File: config.mk
export PLATFORM = sky130hd
export DESIGN_NAME = bp_cce_mode_switch_ctrl_flat
export DESIGN_NICKNAME = d
export VERILOG_FILES = /design/src/rtl/bp_cce_mode_switch_ctrl_if.sv /design/src/rtl/bp_cce_mode_switch_ctrl.sv /design/src/flat_wrapper.sv
export SDC_FILE = /design/constraint.sdc
export NUM_CORES = 1
export LEC_CHECK = 0
export BUFFER_PORTS_ARGS = -buffer_cell sky130_fd_sc_hd__buf_2
export CAP_MARGIN = 20
export CORE_AREA = 2 2 39 41
export DETAILED_ROUTE_END_ITERATION = 6
export DIE_AREA = 0 0 41 43
export GPL_TIMING_DRIVEN = 1
export PLACE_DENSITY = 0.65
export SETUP_SLACK_MARGIN = 0.4
export SYNTH_ARGS = -nofsm -noshare
export SYNTH_HDL_FRONTEND = slang
export SYNTH_SLANG_ARGS = --single-unit
File: constraint.sdc
create_clock -name clk_i -period 3.9 [get_ports clk_i]
set_input_delay 1.17 -clock clk_i [delete_from_list [all_inputs] [get_ports clk_i]]
set_output_delay 1.17 -clock clk_i [all_outputs]
set_load 0.02 [all_outputs]
File: src/rtl/bp_cce_mode_switch_ctrl_if.sv
// Bundle of the cfg, memory-channel handshake and status signals of the
// CCE mode-switch controller. The slave modport is the controller's view;
// the master modport is the view of whatever drives it.
interface bp_cce_mode_switch_ctrl_if #(
    parameter int max_outstanding_p = 4,
    parameter int cnt_width_lp      = ($clog2(max_outstanding_p + 1) < 1) ? 1
                                      : $clog2(max_outstanding_p + 1)
);
    logic                    mode_req_i;
    logic                    mem_cmd_v_i;
    logic                    mem_cmd_ready_i;
    logic                    mem_resp_v_i;
    logic                    mem_resp_yumi_i;
    logic                    mode_o;
    logic                    lce_req_gate_o;
    logic                    mem_cmd_credit_o;
    logic                    switch_busy_o;
    logic                    switch_done_o;
    logic [cnt_width_lp-1:0] outstanding_o;
    logic                    error_o;

    modport slave (
        input  mode_req_i, mem_cmd_v_i, mem_cmd_ready_i, mem_resp_v_i, mem_resp_yumi_i,
        output mode_o, lce_req_gate_o, mem_cmd_credit_o, switch_busy_o,
               switch_done_o, outstanding_o, error_o
    );

    modport master (
        output mode_req_i, mem_cmd_v_i, mem_cmd_ready_i, mem_resp_v_i, mem_resp_yumi_i,
        input  mode_o, lce_req_gate_o, mem_cmd_credit_o, switch_busy_o,
               switch_done_o, outstanding_o, error_o
    );
endinterface

File: src/rtl/bp_cce_mode_switch_ctrl.sv
// CCE mode-switch controller: counts in-flight memory commands, issues
// command credits, and moves the committed cached/uncached mode only after
// the memory channel has drained. LCE requests are gated for the whole
// switch. All outputs come from registered state.
module bp_cce_mode_switch_ctrl #(
    parameter int max_outstanding_p = 4,
    parameter bit reset_mode_p      = 1'b0,
    localparam int cnt_width_lp     = ($clog2(max_outstanding_p + 1) < 1) ? 1
                                      : $clog2(max_outstanding_p + 1)
) (
    input  logic                           clk_i,
    input  logic                           reset_n_i,
    bp_cce_mode_switch_ctrl_if.slave       bus
);
    localparam logic [cnt_width_lp-1:0] max_cnt_lp = cnt_width_lp'(max_outstanding_p);

    typedef enum logic [1:0] {
        RUN    = 2'd0,
        DRAIN  = 2'd1,
        SWITCH = 2'd2
    } state_e;

    state_e                  state_r, state_n;
    logic                    mode_r, mode_n;
    logic                    target_r, target_n;
    logic [cnt_width_lp-1:0] cnt_r, cnt_n;
    logic                    error_r;
    logic                    viol;
    logic                    inc, dec;

    assign inc = bus.mem_cmd_v_i & bus.mem_cmd_ready_i;
    assign dec = bus.mem_resp_v_i & bus.mem_resp_yumi_i;

    // Next outstanding count; over/underflow saturates and raises a violation.
    always_comb begin
        cnt_n = cnt_r;
        viol  = 1'b0;
        if (inc && !dec) begin
            if (cnt_r == max_cnt_lp) viol  = 1'b1;
            else                     cnt_n = cnt_r + 1'b1;
        end else if (dec && !inc) begin
            if (cnt_r == '0) viol  = 1'b1;
            else             cnt_n = cnt_r - 1'b1;
        end
    end

    // Switch sequencing and status outputs derived from the registered state.
    always_comb begin
        state_n              = state_r;
        target_n             = target_r;
        mode_n               = mode_r;
        bus.lce_req_gate_o   = 1'b1;
        bus.switch_busy_o    = 1'b1;
        bus.switch_done_o    = 1'b0;
        bus.mem_cmd_credit_o = 1'b0;
        case (state_r)
            RUN: begin
                bus.lce_req_gate_o   = 1'b0;
                bus.switch_busy_o    = 1'b0;
                bus.mem_cmd_credit_o = (cnt_r < max_cnt_lp);
                if (bus.mode_req_i != mode_r) begin
                    target_n = bus.mode_req_i;
                    state_n  = DRAIN;
                end
            end
            DRAIN: begin
                if (cnt_n == '0) state_n = SWITCH;
            end
            SWITCH: begin
                bus.switch_done_o = 1'b1;
                mode_n            = target_r;
                state_n           = RUN;
            end
            default: begin
                state_n = RUN;
            end
        endcase
    end

    // State, mode, counter and sticky error registers.
    always_ff @(posedge clk_i or negedge reset_n_i) begin
        if (!reset_n_i) begin
            state_r  <= RUN;
            mode_r   <= reset_mode_p;
            target_r <= reset_mode_p;
            cnt_r    <= '0;
            error_r  <= 1'b0;
        end else begin
            state_r  <= state_n;
            mode_r   <= mode_n;
            target_r <= target_n;
            cnt_r    <= cnt_n;
            error_r  <= error_r | viol;
        end
    end

    assign bus.mode_o        = mode_r;
    assign bus.outstanding_o = cnt_r;
    assign bus.error_o       = error_r;
endmodule

File: src/flat_wrapper.sv
// flat-port wrapper written by rule: the top's interface ports become plain ports
module bp_cce_mode_switch_ctrl_flat 
#(
    parameter int max_outstanding_p = 4,
    parameter bit reset_mode_p      = 1'b0,
    localparam int cnt_width_lp     = ($clog2(max_outstanding_p + 1) < 1) ? 1
                                      : $clog2(max_outstanding_p + 1)
)
  (clk_i, reset_n_i, bus_mode_req_i, bus_mem_cmd_v_i, bus_mem_cmd_ready_i, bus_mem_resp_v_i, bus_mem_resp_yumi_i, bus_mode_o, bus_lce_req_gate_o, bus_mem_cmd_credit_o, bus_switch_busy_o, bus_switch_done_o, bus_outstanding_o, bus_error_o);
  bp_cce_mode_switch_ctrl_if #(.max_outstanding_p(max_outstanding_p)) bus_i ();
  input  logic clk_i;
  input  logic reset_n_i;
  input wire logic [$bits(bus_i.mode_req_i)-1:0] bus_mode_req_i;
  input wire logic [$bits(bus_i.mem_cmd_v_i)-1:0] bus_mem_cmd_v_i;
  input wire logic [$bits(bus_i.mem_cmd_ready_i)-1:0] bus_mem_cmd_ready_i;
  input wire logic [$bits(bus_i.mem_resp_v_i)-1:0] bus_mem_resp_v_i;
  input wire logic [$bits(bus_i.mem_resp_yumi_i)-1:0] bus_mem_resp_yumi_i;
  output wire logic [$bits(bus_i.mode_o)-1:0] bus_mode_o;
  output wire logic [$bits(bus_i.lce_req_gate_o)-1:0] bus_lce_req_gate_o;
  output wire logic [$bits(bus_i.mem_cmd_credit_o)-1:0] bus_mem_cmd_credit_o;
  output wire logic [$bits(bus_i.switch_busy_o)-1:0] bus_switch_busy_o;
  output wire logic [$bits(bus_i.switch_done_o)-1:0] bus_switch_done_o;
  output wire logic [$bits(bus_i.outstanding_o)-1:0] bus_outstanding_o;
  output wire logic [$bits(bus_i.error_o)-1:0] bus_error_o;
  assign bus_i.mode_req_i = bus_mode_req_i;
  assign bus_i.mem_cmd_v_i = bus_mem_cmd_v_i;
  assign bus_i.mem_cmd_ready_i = bus_mem_cmd_ready_i;
  assign bus_i.mem_resp_v_i = bus_mem_resp_v_i;
  assign bus_i.mem_resp_yumi_i = bus_mem_resp_yumi_i;
  assign bus_mode_o = bus_i.mode_o;
  assign bus_lce_req_gate_o = bus_i.lce_req_gate_o;
  assign bus_mem_cmd_credit_o = bus_i.mem_cmd_credit_o;
  assign bus_switch_busy_o = bus_i.switch_busy_o;
  assign bus_switch_done_o = bus_i.switch_done_o;
  assign bus_outstanding_o = bus_i.outstanding_o;
  assign bus_error_o = bus_i.error_o;
  bp_cce_mode_switch_ctrl #(.max_outstanding_p(max_outstanding_p), .reset_mode_p(reset_mode_p)) u_core (.clk_i(clk_i), .reset_n_i(reset_n_i), .bus(bus_i));
endmodule
==> metrics <==
peak supply drop=0.3093 mV; met2 wire length=424 microns; Worst Setup Start Kind=flip-flop; Chip Width=41 microns; Crit Path Max Fanout=5; register area=200.2 sq um; clock buffer depth=2; ranking of synthesized cells by area=dfrtp_1 40%, ha_1 7.6%, mux2_2 4.5%, a21oi_1 4.0%, nor2_1 3.8%; final count of hold timing violations=0; actual slew at the worst max-slew pin=0.3307 ns; Synth Net Count=61; cells along the critical path=nor2_1 > inv_1 > nor2_1 > buf_2; Yosys cell types=26; Max Clock Skew=0.0009490 ns; non-filler cells, final=84; area share of the largest cell type after synthesis=40.30%; Pleak=0.2982 nW; first-pass GRT wire length=1.662 mm; Power Density=830.8 nW/um^2; share of layout cells above drive strength 1=33.82%; number of global-route vias before repair=411; hold crit path type=reg2reg; WP buf/inv=2; # DRC=0; Hold Buf Count CTS=0; IO buf count=15; Slew HR=77.79%; M1 WL=440 microns; 1st-iter DRT viols=5; nets=80; # resized after CTS=0; YS warnings=0; buffer count from post-CTS setup fixing=0; Synth area leader=dfrtp_1; Initial Util=35.90%; critical path's slowest cell=dfrtp_1; part of the Yosys area used for sequential elements=40.30%; Fillers=137; initial antenna violation count=0; total wire length=933 microns; Post-synth top cells=8 x dfrtp_1, 5 x nor2_1, 4 x a21oi_1, 4 x inv_1; setup ws final=1.580 ns; CTS Buf Count=3; TritonCTS sink count=8; Setup CP Type=reg2out; metal3 WL=57 microns; CP Capture Type=output pin; CTS tree=done; ant diodes=0; via count=430; slowest stage delay, CP=0.42 ns; Detail Route Antenna Nets=0; Hold Slack=0.4519 ns; area of the multi-input gates=274.0 sq um; Fin Setup TNS=0 ns; site row count=14; f_max=431.1 MHz; Area Overhead vs Synth=22.17%; GR Overflow Total=0; RD Place Congestion=0.6816; Crit path top cell by count=nor2_1; Worst Path Required=2.73 ns; clock-pin slew on the worst setup and hold paths=0.05 ns; Top delay family on crit path=flip-flops; ys async rst share=100.0%; Clk Latency, worst-skew pair=0.24 ns; WL/cell=11.11 microns; placed wire-length estimate=753.5 microns; outcome=finished clean; #FFs+latches synth=8; Top Layer Used=met4; EDFF count, synth=0; minimum clock period=2.320 ns; All-Layer GR Usage=13.92%; Final Setup Violations=0; I/O pin count=16; final core utilization=43.85%; pre-CTS WS=1.437 ns; Clock Tree Root=clkbuf_4; Syn Std Cell Area=496.7 sq um; Most used DFF post-synth=dfrtp_1; cells after synthesis=51; Post-Place Cells=81; syn avg cell area=9.740 sq um; full die area=1763 sq um; Max Slew Vio Count=0; Core ar.=1384 sq um; Final period util=59.48%; WP data arrival=1.15 ns; count leader, synth=dfrtp_1; via density per instance=5.119; H-tree depth=1; MaxCap Viol Count=0; largest net degree at the start of global routing=9; die height=43 microns; RSZ-0062 raised after global routing=false; drt first pass iters=3
per-stage QoR:
step | power [mW] | cell area, sq um
after floorplan | 0.3741 | 496.7
after global placement | 0.4439 | 584.3
after detailed placement | 0.4478 | 584.3
after CTS | 0.5122 | 606.8
after global routing | 0.5530 | 606.8
final | 0.5042 | 606.8
layer usage:
layer,global-route usage [%],up-vias
met3,2.094,2
met1,19.06,195
met2,19.06,11
met4,10.00,0
met5,0,-
li1,-,222
path summary, 6_finish.rpt:
path | depth (start not counted) | end | slack [ns] | start
worst max-delay path | 4 | bus_mem_cmd_credit_o | 1.58 | u_core.state_r[0]$_DFFE_PN0P_
worst min-delay path | 1 | u_core.bus.error_o$_DFF_PN0_ | 0.45 | u_core.bus.error_o$_DFF_PN0_
worst max register to register | 7 | u_core.state_r[0]$_DFFE_PN0P_ | 2.08 | u_core.bus.outstanding_o[1]$_DFF_PN0_
worst min register to register | 1 | u_core.bus.error_o$_DFF_PN0_ | 0.45 | u_core.bus.error_o$_DFF_PN0_
max in group asynchronous | 1 | u_core.bus.error_o$_DFF_PN0_ | 2.98 | reset_n_i
min in group asynchronous | 1 | u_core.state_r[0]$_DFFE_PN0P_ | 0.76 | reset_n_i
state kept, by name, summed over array words and instances, names as in the netlist:
signal                    flops
u_core.bus.mode_o             1
u_core.state_r                2
u_core.bus.outstanding_o      3
u_core.target_r               1
u_core.bus.error_o            1
layout make-up:
class	instances	area share [%]
Clock buffer	3	3.711
Multi-Input combinational cell	38	45.15
Inverter	4	2.474
Timing Repair Buffer	15	12.37
Sequential cell	8	32.99
Tap cell	16	3.299
where the power goes:
part	leakage, nW	total, mW	switching [mW]	internal, mW
registers	0.0910	0.166	0.0429	0.123
logic	0.193	0.279	0.161	0.118
clock network	0.0138	0.0597	0.0247	0.0350
cells in the final DEF (no fill, tap or decap), types with 2 or more instances in the layout:
cell | synthesis | routed
dfrtp_1 | 8 | 8
inv_1 | 4 | 4
a21oi_1 | 4 | 4
nor2_1 | 5 | 5
o21ai_0 | 2 | 2
nor2b_1 | 2 | 2
nand2_1 | 3 | 3
ha_1 | 3 | 3
buf_2 | 0 | 15
mux2_2 | 2 | 2
clkbuf_4 | 0 | 3
nand3_1 | 2 | 2
logic make-up after synthesis:
group                    count (synthesis)  share of synthesized area [%]
AO/OA/AOI/OAI                           13                          19.65
XOR/XNOR                                 2                          3.527
adder cells (fa/ha/maj)                  3                          7.557
buffers and inverters                    5                          4.534
flip-flops                               8                          40.30
multiplexers                             2                          4.534
AND/OR/NAND/NOR                         18                          19.90
Power figures use the tool's default switching activity.
